## src/rtl/wb_arb_pkg.sv

```systemverilog
`default_nettype none
// ============================================================================
//  Module   : wb_arb_pkg
//  Purpose  : Shared types and constants for the two-master Wishbone arbiter
//             and its bus-timeout watchdog.
//  Revision : 1.0  initial release
// ============================================================================
package wb_arb_pkg;

    // Arbiter FSM encoding; gnt_o is a one-hot decode of these values.
    typedef enum logic [1:0] {
        ST_IDLE = 2'd0,
        ST_GNT0 = 2'd1,
        ST_GNT1 = 2'd2
    } arb_state_e;

    // Master indices: 0 is the 68k CPU bridge, 1 is the DMA engine.
    localparam int c_M_CPU = 0;
    localparam int c_M_DMA = 1;

    // Default watchdog settings: 255 unterminated strobe cycles, 8-bit counter.
    localparam int c_TIMEOUT_CYCLES_DEF = 255;
    localparam int c_TIMEOUT_W_DEF      = 8;

    // One-hot grant vector for a given arbiter state; IDLE maps to 2'b00.
    function automatic logic [1:0] f_gnt_onehot(input arb_state_e st);
        logic [1:0] v;
        case (st)
            ST_GNT0: v = 2'b01;
            ST_GNT1: v = 2'b10;
            default: v = 2'b00;
        endcase
        return v;
    endfunction

endpackage : wb_arb_pkg
`default_nettype wire

```

## src/rtl/wb_bus_timeout.sv

```systemverilog
`default_nettype none
// ============================================================================
//  Module   : wb_bus_timeout
//  Purpose  : Wishbone strobe watchdog. Counts consecutive strobe cycles that
//             receive neither ACK nor ERR and flags the TIMEOUT_CYCLES-th one.
//             Usable on any single-master bus segment as well.
//  Revision : 1.0  initial release
// ============================================================================
module wb_bus_timeout
    import wb_arb_pkg::*;
#(
    parameter int TIMEOUT_CYCLES = c_TIMEOUT_CYCLES_DEF,  // 0 disables the watchdog
    parameter int TIMEOUT_W      = c_TIMEOUT_W_DEF
) (
    input  logic clk,
    input  logic rst,
    input  logic i_stb,      // strobe currently presented to the slave
    input  logic i_ack,      // slave ACK
    input  logic i_err,      // slave ERR
    output logic o_tmo_hit   // this strobe cycle is the expiry cycle
);

    logic [TIMEOUT_W-1:0] r_count_q;
    logic [TIMEOUT_W-1:0] w_count_d;
    logic                 w_stall;

    // A stalled cycle is a strobe that the slave leaves unterminated.
    assign w_stall = i_stb & ~i_ack & ~i_err;

    generate
        if (TIMEOUT_CYCLES == 0) begin : g_wdog_off
            assign o_tmo_hit = 1'b0;
        end else begin : g_wdog_on
            // The count equals the number of stalled cycles already seen, so
            // the expiry cycle is the one entered with TIMEOUT_CYCLES-1 behind it.
            localparam logic [TIMEOUT_W-1:0] c_LAST = TIMEOUT_W'(TIMEOUT_CYCLES - 1);
            assign o_tmo_hit = w_stall & (r_count_q == c_LAST);
        end
    endgenerate

    // Next count: restart on any termination, idle strobe or expiry; else
    // count up, holding at all-ones so a disabled watchdog never wraps.
    always_comb begin
        w_count_d = r_count_q;
        if (!w_stall || o_tmo_hit) begin
            w_count_d = '0;
        end else if (r_count_q != '1) begin
            w_count_d = r_count_q + 1'b1;
        end
    end

    // Counter register.
    always_ff @(posedge clk) begin
        if (rst) begin
            r_count_q <= '0;
        end else begin
            r_count_q <= w_count_d;
        end
    end

endmodule : wb_bus_timeout
`default_nettype wire

```

## src/rtl/wb_master_arbiter.sv

```systemverilog
`default_nettype none
// ============================================================================
//  Module   : wb_master_arbiter
//  Purpose  : Two-master Wishbone B3 arbiter. Round-robin grant held for the
//             whole CYC, granted master muxed onto the slave bus, stalled
//             strobes terminated with ERR by a bus-timeout watchdog.
//  Revision : 1.0  initial release
// ============================================================================
module wb_master_arbiter
    import wb_arb_pkg::*;
#(
    parameter int TIMEOUT_CYCLES = c_TIMEOUT_CYCLES_DEF,
    parameter int TIMEOUT_W      = c_TIMEOUT_W_DEF
) (
    input  logic        wb_clk_i,
    input  logic        wb_rst_i,
    // master 0 : 68k CPU bridge
    input  logic        m0_cyc_i,
    input  logic        m0_stb_i,
    input  logic        m0_we_i,
    input  logic [3:0]  m0_sel_i,
    input  logic [31:0] m0_adr_i,
    input  logic [31:0] m0_dat_i,
    output logic [31:0] m0_dat_o,
    output logic        m0_ack_o,
    output logic        m0_err_o,
    // master 1 : DMA engine
    input  logic        m1_cyc_i,
    input  logic        m1_stb_i,
    input  logic        m1_we_i,
    input  logic [3:0]  m1_sel_i,
    input  logic [31:0] m1_adr_i,
    input  logic [31:0] m1_dat_i,
    output logic [31:0] m1_dat_o,
    output logic        m1_ack_o,
    output logic        m1_err_o,
    // shared slave side
    output logic        s_cyc_o,
    output logic        s_stb_o,
    output logic        s_we_o,
    output logic [3:0]  s_sel_o,
    output logic [31:0] s_adr_o,
    output logic [31:0] s_dat_o,
    input  logic [31:0] s_dat_i,
    input  logic        s_ack_i,
    input  logic        s_err_i,
    // status
    output logic [1:0]  gnt_o,
    output logic        tmo_o
);

    arb_state_e r_state_q;
    arb_state_e w_state_d;
    logic       r_last_grant_q;   // index of the master that owned the bus last
    logic       w_last_grant_d;
    logic       w_own0;
    logic       w_own1;
    logic       w_tmo_hit;

    // Next-state logic: round-robin from IDLE, hold while the owner keeps CYC,
    // and always pass through IDLE between owners.
    always_comb begin
        w_state_d      = r_state_q;
        w_last_grant_d = r_last_grant_q;
        case (r_state_q)
            ST_IDLE: begin
                if (m0_cyc_i && m1_cyc_i) begin
                    // Tie goes to whichever master did not own the bus last.
                    w_state_d = (r_last_grant_q == 1'(c_M_CPU)) ? ST_GNT1 : ST_GNT0;
                end else if (m0_cyc_i) begin
                    w_state_d = ST_GNT0;
                end else if (m1_cyc_i) begin
                    w_state_d = ST_GNT1;
                end
            end
            ST_GNT0: begin
                if (!m0_cyc_i) begin
                    w_state_d      = ST_IDLE;
                    w_last_grant_d = 1'(c_M_CPU);
                end
            end
            ST_GNT1: begin
                if (!m1_cyc_i) begin
                    w_state_d      = ST_IDLE;
                    w_last_grant_d = 1'(c_M_DMA);
                end
            end
            default: begin
                w_state_d = ST_IDLE;
            end
        endcase
    end

    // Arbiter state register; reset leaves master 0 favoured for the first tie.
    always_ff @(posedge wb_clk_i) begin
        if (wb_rst_i) begin
            r_state_q      <= ST_IDLE;
            r_last_grant_q <= 1'(c_M_DMA);
        end else begin
            r_state_q      <= w_state_d;
            r_last_grant_q <= w_last_grant_d;
        end
    end

    assign w_own0 = (r_state_q == ST_GNT0);
    assign w_own1 = (r_state_q == ST_GNT1);
    assign gnt_o  = f_gnt_onehot(r_state_q);

    // Forward path: the owner's request drives the slave bus, idle bus is all zero.
    always_comb begin
        s_cyc_o = 1'b0;
        s_stb_o = 1'b0;
        s_we_o  = 1'b0;
        s_sel_o = 4'h0;
        s_adr_o = 32'h0;
        s_dat_o = 32'h0;
        case (r_state_q)
            ST_GNT0: begin
                s_cyc_o = m0_cyc_i;
                s_stb_o = m0_stb_i;
                s_we_o  = m0_we_i;
                s_sel_o = m0_sel_i;
                s_adr_o = m0_adr_i;
                s_dat_o = m0_dat_i;
            end
            ST_GNT1: begin
                s_cyc_o = m1_cyc_i;
                s_stb_o = m1_stb_i;
                s_we_o  = m1_we_i;
                s_sel_o = m1_sel_i;
                s_adr_o = m1_adr_i;
                s_dat_o = m1_dat_i;
            end
            default: begin
                s_cyc_o = 1'b0;
            end
        endcase
    end

    // Watchdog on the muxed strobe; leaving a grant drops s_stb_o and clears it.
    wb_bus_timeout #(
        .TIMEOUT_CYCLES (TIMEOUT_CYCLES),
        .TIMEOUT_W      (TIMEOUT_W)
    ) u_timeout (
        .clk       (wb_clk_i),
        .rst       (wb_rst_i),
        .i_stb     (s_stb_o),
        .i_ack     (s_ack_i),
        .i_err     (s_err_i),
        .o_tmo_hit (w_tmo_hit)
    );

    // Return path: read data is broadcast, terminations go to the owner only,
    // and a slave ACK always beats an ERR or a watchdog expiry.
    assign m0_dat_o = s_dat_i;
    assign m1_dat_o = s_dat_i;
    assign m0_ack_o = s_ack_i & w_own0;
    assign m1_ack_o = s_ack_i & w_own1;
    assign m0_err_o = (s_err_i | w_tmo_hit) & w_own0 & ~s_ack_i;
    assign m1_err_o = (s_err_i | w_tmo_hit) & w_own1 & ~s_ack_i;
    assign tmo_o    = w_tmo_hit;

endmodule : wb_master_arbiter
`default_nettype wire

```

## config.mk

```make
export PLATFORM = sky130hd
export DESIGN_NAME = wb_master_arbiter
export DESIGN_NICKNAME = d
export VERILOG_FILES = /design/src/rtl/wb_arb_pkg.sv /design/src/rtl/wb_bus_timeout.sv /design/src/rtl/wb_master_arbiter.sv
export SDC_FILE = /design/constraint.sdc
export NUM_CORES = 1
export LEC_CHECK = 0
export ABC_AREA = 0
export BUFFER_PORTS_ARGS = -buffer_cell sky130_fd_sc_hd__buf_2
export CORE_AREA = 2 2 123 125
export CTS_CLUSTER_DIAMETER = 30
export DETAILED_ROUTE_END_ITERATION = 6
export DIE_AREA = 0 0 125 127
export HOLD_SLACK_MARGIN = 0.03
export SYNTH_ARGS = -nofsm -noshare
export SYNTH_HDL_FRONTEND = slang
export SYNTH_SLANG_ARGS = --single-unit
export TNS_END_PERCENT = 1
```

## constraint.sdc

```tcl
create_clock -name wb_clk_i -period 3.1 [get_ports wb_clk_i]
set_input_delay 0.62 -clock wb_clk_i [delete_from_list [all_inputs] [get_ports wb_clk_i]]
set_output_delay 0.62 -clock wb_clk_i [all_outputs]
set_load 0.02 [all_outputs]
```

==> results.md, run 1 <==
- Worst Setup End Kind: primary output
- Via count: about 2700
- Root Driver: clkbuf_16
- Post-Synthesis Net Count: 495
- Die width: 125 um
- Final Max Slew Viols: 0
- Setup Fix Bufs, Post-CTS: 0
- Sequential share of the synthesized area: 0.0972
- Placement Rows: 44
- I/O Buffers: around 220
- Hold Path Depth: 2
- Primary FF master, synth: dfxtp_1
- Post-CTS Resized: 0
- Area Growth Syn to Fin: 40.8%
- Fin cells: 637
- Synth async-reset ratio: 0
- Achievable frequency: 381 MHz
- Worst-path clk slew: roughly 40 ps
- H-tree levels: 1
- Initial antenna violation count: 1
- Critical Path RT: 2480 ps
- DRT Wirelength: about 9000 um
- DP HPWL: 7260 um
- Flops & latches, synth: 11
- Hold Fails Final Rpt: 0
- Synthesized instance count: 310
- Hold_buf cts: 0
- Starting Density: 0.157
- Commonest non-fill, non-tap cell in the layout: buf_2
- Clk_lat worst skew: 240 ps
- RSZ-0062 raised after global routing: false
- Largest net degree at the start of global routing: 50
- Drt wl/cell: 14.1 um
- Pre-antenna DRT Iters: 7
- Vias/cell: between 4 and 5
- Post-route ant nets: 0
- Data arrival time of the worst path: 2000 ps
- Max VDD drop: 0.152 mV
- Hold Crit Class: flip-flop to flip-flop
- First-pass GRT wire length: 13400 um
- 1st-iter DRT viols: 138
- Crit Path Category: flip-flop to primary output
- Vias in the first global route: 2593
- Mean post-synth cell area: roughly 7.3 um2
- Die Height: 127 um
- Die area: ~0.016 mm2
- Crit path max fanout: 25
- Most frequent cells in the layout: buf_2 (223), a22oi_1 (70), nor2b_1 (69)
- Static leakage: 1.49 nW
- Synthesized area: 0.00227 mm2
- Core area: 0.0144 mm2
- Setup TNS: 0 ps
- Worst setup SP type: flip-flop
- Clock Path Buffers: 2
- DRC viols: 0
- Grt ovf: 0
- Tcrit/Tclk final: 0.847
- Nets: 638
- Yosys warnings: 0
- Io pins: 320
- # placed instances: between 600 and 700
- Share of post-route cells with drive strength above 1: 0.533
- Worst reg2reg path depth: 5
- Clk_skew: 1.26 ps
- Slew @ Worst Pin: 493 ps
- Status: finished clean
- CTS tree: done
- GRT Total Usage: 0.102
- Slew headroom: 0.672
- Clock sink total: 11
- Final Setup Violations: 0
- Minimum clock period: approximately 2600 ps
- Total CTS buffers: 3
- Post-synth EDFFs: 0
- MaxCap Viol Count: 0
- Final Wtd Congestion: 0.713
- Pwr/cell area: 278 mW/mm2
- Unique masters post-synth: 38
where the power goes:
part           internal [mW]  leakage, nW  switching (mW)
combinational          0.233         1.37           0.269
sequential             0.146       0.0891         0.00477
clock                  0.173       0.0382          0.0625
total                  0.552         1.49           0.336
through the flow:
stage                     hold slack, ps  total power [mW]  setup slack (ps)  area (um2)   util
after floorplan                      476             0.569               817        2270      -
after global placement               510             0.658               718        3110  0.216
after detailed placement             517             0.662               720        3110  0.216
after CTS                            524             0.902               447        3190  0.221
after global routing                 553             0.956               263        3190  0.221
final                                518             0.888               475        3190  0.221
registers in the layout (all words and copies together) (netlist names):
signal,cells
u_timeout.r_count_q,8
r_state_q,2
r_last_grant_q,1
Yosys cell counts (2+ instances only):
library cell	instances	area, um2
a22o_1	2	17.5
nor3b_1	3	22.5
nor3_1	3	15.0
nand4_1	2	12.5
and2_1	4	25.0
nand2_1	2	7.51
xnor2_1	2	17.5
clkbuf_1	18	67.6
buf_2	3	15.0
dfxtp_1	11	220
inv_1	8	30.0
buf_1	4	15.0
nor2b_1	69	432
nor2_1	2	7.51
buf_4	65	488
and3_1	3	18.8
nand3_1	2	10.0
a21oi_1	5	25.0
ha_1	7	87.6
o21ai_0	4	20.0
nor4_1	4	25.0
a211oi_1	2	15.0
a22oi_1	70	526
layout make-up:
type / instances / area (um2)
diodes: 1 / 2.50
clock buffers: 4 / 78.8
fillers: 1603 / 11200
inverters: 8 / 30.0
multi-input cells: 201 / 1440
flip-flops and latches: 11 / 220
well taps: 184 / 230
repair buffers: 228 / 1190
path summary, 6_finish.rpt:
| check | start | to | slack [ps] |
|---|---|---|---|
| hold reg to reg | r_state_q[0] | r_state_q[0] | 520 |
| hold / removal | r_state_q[0] | r_state_q[0] | 520 |
| setup / recovery | r_state_q[0] | m0_err_o | 480 |
| setup reg to reg | r_state_q[1] | u_timeout.r_count_q[5] | 990 |
layer usage:
layer / wire (um) / up-vias / share of wire / track usage
li1: - / 1328 / - / -
met1: 3700 / 1198 / 0.41 / 0.122
met2: 4260 / 173 / 0.47 / 0.176
met3: 869 / 15 / 0.097 / 0.0348
met4: 152 / 0 / 0.017 / 0.0268
met5: 0 / - / 0 / 0
critical path, cell delays in order (launching register included):
cell and delay [ps]:
dfxtp_1 330, inv_1 120, ha_2 230, buf_4 300, a22o_1 240, a41oi_1 140
nor3b_1 220, buf_2 190
kinds of logic (layout without fill, tap and decap cells):
| kind of cell | count (synthesis) | after routing | synth area share |
|---|---|---|---|
| other | 0 | 1 | 0 |
| adder cells (fa/ha/maj) | 7 | 7 | 0.0387 |
| AO/OA/AOI/OAI | 90 | 90 | 0.295 |
| AND/OR/NAND/NOR | 102 | 102 | 0.289 |
| buffers and inverters | 98 | 240 | 0.272 |
| XOR/XNOR | 2 | 2 | 0.00773 |
| flip-flops | 11 | 11 | 0.0972 |
Note: power is estimated with default switching activity, not from simulation.
==> inputs of run 2 (changes only) <==
- CORE_AREA: 2 2 123 125 -> 2 2 124 126
- DIE_AREA: 0 0 125 127 -> 0 0 126 128
- clock period: 3.1 -> 2.1 ns (I/O delays scaled with it)
==> results.md, run 2 (synthesis results as in run 1) <==
- RSZ-0062 raised after global routing: true (was false)
- Crit Path Category: flip-flop to primary output (unchanged)
- Starting Density: 0.152 (was 0.157)
- Worst-path clk slew: 40 ps (about the same)
- Setup Fix Bufs, Post-CTS: 0 (unchanged)
- H-tree levels: 1 (unchanged)
- Max FFs per register: 8 (unchanged)
- Initial antenna violation count: 1 (unchanged)
- Hold Fails Final Rpt: 0 (unchanged)
- First-pass GRT wire length: 13700 um (was 13400 um)
- Final Wtd Congestion: 0.755 (was 0.713)
- Clock Path Buffers: 2 (unchanged)
- Core area: 0.0149 mm2 (was 0.0144 mm2)
- Hold Path Depth: 2 (unchanged)
- Worst Setup End Kind: primary output (unchanged)
- Via count: 2748 (was 2714)
- Worst R2R Start: r_state_q[0] (was r_state_q[1])
- Root Driver: clkbuf_16 (unchanged)
- Nets: 642 (was 638)
- Slew @ Worst Pin: 293 ps (was 493 ps)
- Placement Rows: 45 (was 44)
- Final Setup Violations: 0 (unchanged)
- Tcrit/Tclk final: 0.976
- # fillers: 1707 (was 1603)
- DP Worst Slack: 133 ps (was 720 ps)
- Clock sink total: 11 (unchanged)
- Final Max Slew Viols: 0 (unchanged)
- Hold path start: wb_rst_i (was r_state_q[0])
- Die Height: 128 um (was 127 um)
- DRT Wirelength: 9860 um (was 8970 um)
- Vias/cell: 4.27 (was 4.26)
- Min-Delay Endpoint: r_state_q[1] (was r_state_q[0])
- Largest register by flop count: u_timeout.r_count_q (unchanged)
- Share of post-route cells with drive strength above 1: 0.557 (was 0.533)
- Worst reg2reg path depth: 5 (unchanged)
- Top flop regs: u_timeout.r_count_q (8), r_state_q (2), r_last_grant_q (1) (unchanged)
- Max VDD drop: 0.362 mV (was 0.152 mV)
- Post-route ant nets: 0 (unchanged)
- Clk_lat worst skew: 240 ps (about the same)
- Minimum clock period: 2050 ps
- Cell area after layout: 0.00334 mm2 (was 0.00319 mm2)
- Commonest non-fill, non-tap cell in the layout: buf_2 (unchanged)
- 1st-iter DRT viols: 151 (was 138)
- DP HPWL: 8060 um (was 7260 um)
- Pwr/cell area: 415 mW/mm2 (was 278 mW/mm2)
- GRT Total Usage: 0.106 (was 0.102)
- Static leakage: 1.54 nW (was 1.49 nW)
- Crit path max fanout: 37 (was 25)
- Total CTS buffers: 3 (unchanged)
- # placed instances: 640 (was 632)
- Drt wl/cell: 15.3 um (was 14.1 um)
- Data arrival time of the worst path: 1630 ps (was 2000 ps)
- Hold_buf cts: 0 (unchanged)
- Area Growth Syn to Fin: 47.2% (was 40.8%)
- I/O Buffers: 223 (unchanged)
- Grt ovf: 0 (unchanged)
- CTS tree: done (unchanged)
- Hold Crit Class: input port to flip-flop (was flip-flop to flip-flop)
- Most frequent cells in the layout: buf_2 (221), nor2b_1 (69), a22oi_1 (68) (was buf_2 (223), a22oi_1 (70), nor2b_1 (69))
- Critical Path RT: 1680 ps (was 2480 ps)
- PnR worst setup slack: 50.5 ps (was 475 ps)
- Largest net degree at the start of global routing: 39 (was 50)
- Final hold slack: 398 ps (was 518 ps)
- Slew headroom: 0.803 (was 0.672)
- Placed Instance Area: 0.00317 mm2 (was 0.00311 mm2)
- Clk_skew: 3.59 ps (was 1.26 ps)
- Reg2Reg Setup Slack: 470 ps (was 990 ps)
- Vias in the first global route: 2405 (was 2593)
- Die area: 0.0161 mm2 (was 0.0159 mm2)
- ANT cells: 0 (was 1)
- Io pins: 320 (unchanged)
- Multi-input gate area: 0.00150 mm2 (was 0.00144 mm2)
- Fin cells: 644 (was 637)
- Die width: 126 um (was 125 um)
- Worst setup SP type: flip-flop (unchanged)
- FF-to-FF End: r_state_q[0] (was u_timeout.r_count_q[5])
- MaxCap Viol Count: 0 (unchanged)
- Status: finished clean (unchanged)
- Reg area: 225 um2 (was 220 um2)
- Pre-antenna DRT Iters: 4 (was 7)
- DRC viols: 0 (unchanged)
- Achievable frequency: 488 MHz
-- run 2: worst max-delay path by stage --
stage / from / endpoint / slack [ps] / cells after the start
2_1_floorplan: r_state_q[0] / m0_err_o / 20 / 5
3_3_place_gp: r_state_q[1] / s_adr_o[17] / 180 / 5
3_5_place_dp: r_state_q[1] / s_dat_o[2] / 130 / 5
4_1_cts: r_state_q[1] / s_adr_o[14] / 10 / 7
5_1_grt: r_state_q[0] / s_dat_o[27] / -8 / 7
6_report: r_state_q[0] / s_dat_o[27] / 50 / 7
-- run 2: power breakdown --
group / switching, mW / internal (mW)
Clock: 0.0962 / 0.255
Combinational: 0.419 / 0.385
Sequential: 0.0113 / 0.217
Total: 0.527 / 0.857
-- run 2: timing repair --
action	4_1_cts	5_1_grt
endpoints found under the hold margin	0	0
gates resized for setup	11	9
pin swaps	0	1
endpoints found under the setup margin	42	41
-- run 2: layout make-up --
cell class,instances,share of cell area
clock buffer,4,0.0236
inverter,8,0.0105
multi-input combinational,201,0.449
sequential,11,0.0675
tap,188,0.0705
timing repair buffer,232,0.378
-- run 2: critical path: stages (launching register included) --
cell and delay (ps):
dfxtp_2 400, inv_4 70, ha_4 190, buf_12 170, a22oi_1 190, buf_4 160, nor2b_1 50, buf_4 150
-- run 2: metal layers --
metal	up-vias	track usage	wire, um
li1	1338	-	-
met1	1226	0.126	3690
met2	170	0.182	4860
met3	12	0.0438	1230
met4	2	0.0155	73
met5	-	0	13
-- run 2: metrics by stage --
| step | util | power, mW | TNS (ps) |
|---|---|---|---|
| 6_report | 0.224 | 1.38 | 0 |
| 5_1_grt | 0.224 | 1.47 | -7.76 |
| 4_1_cts | 0.222 | 1.39 | 0 |
| 3_5_place_dp | 0.213 | 1.00 | 0 |
| 3_3_place_gp | 0.213 | 1.00 | 0 |
| 2_1_floorplan | - | 0.839 | 0 |
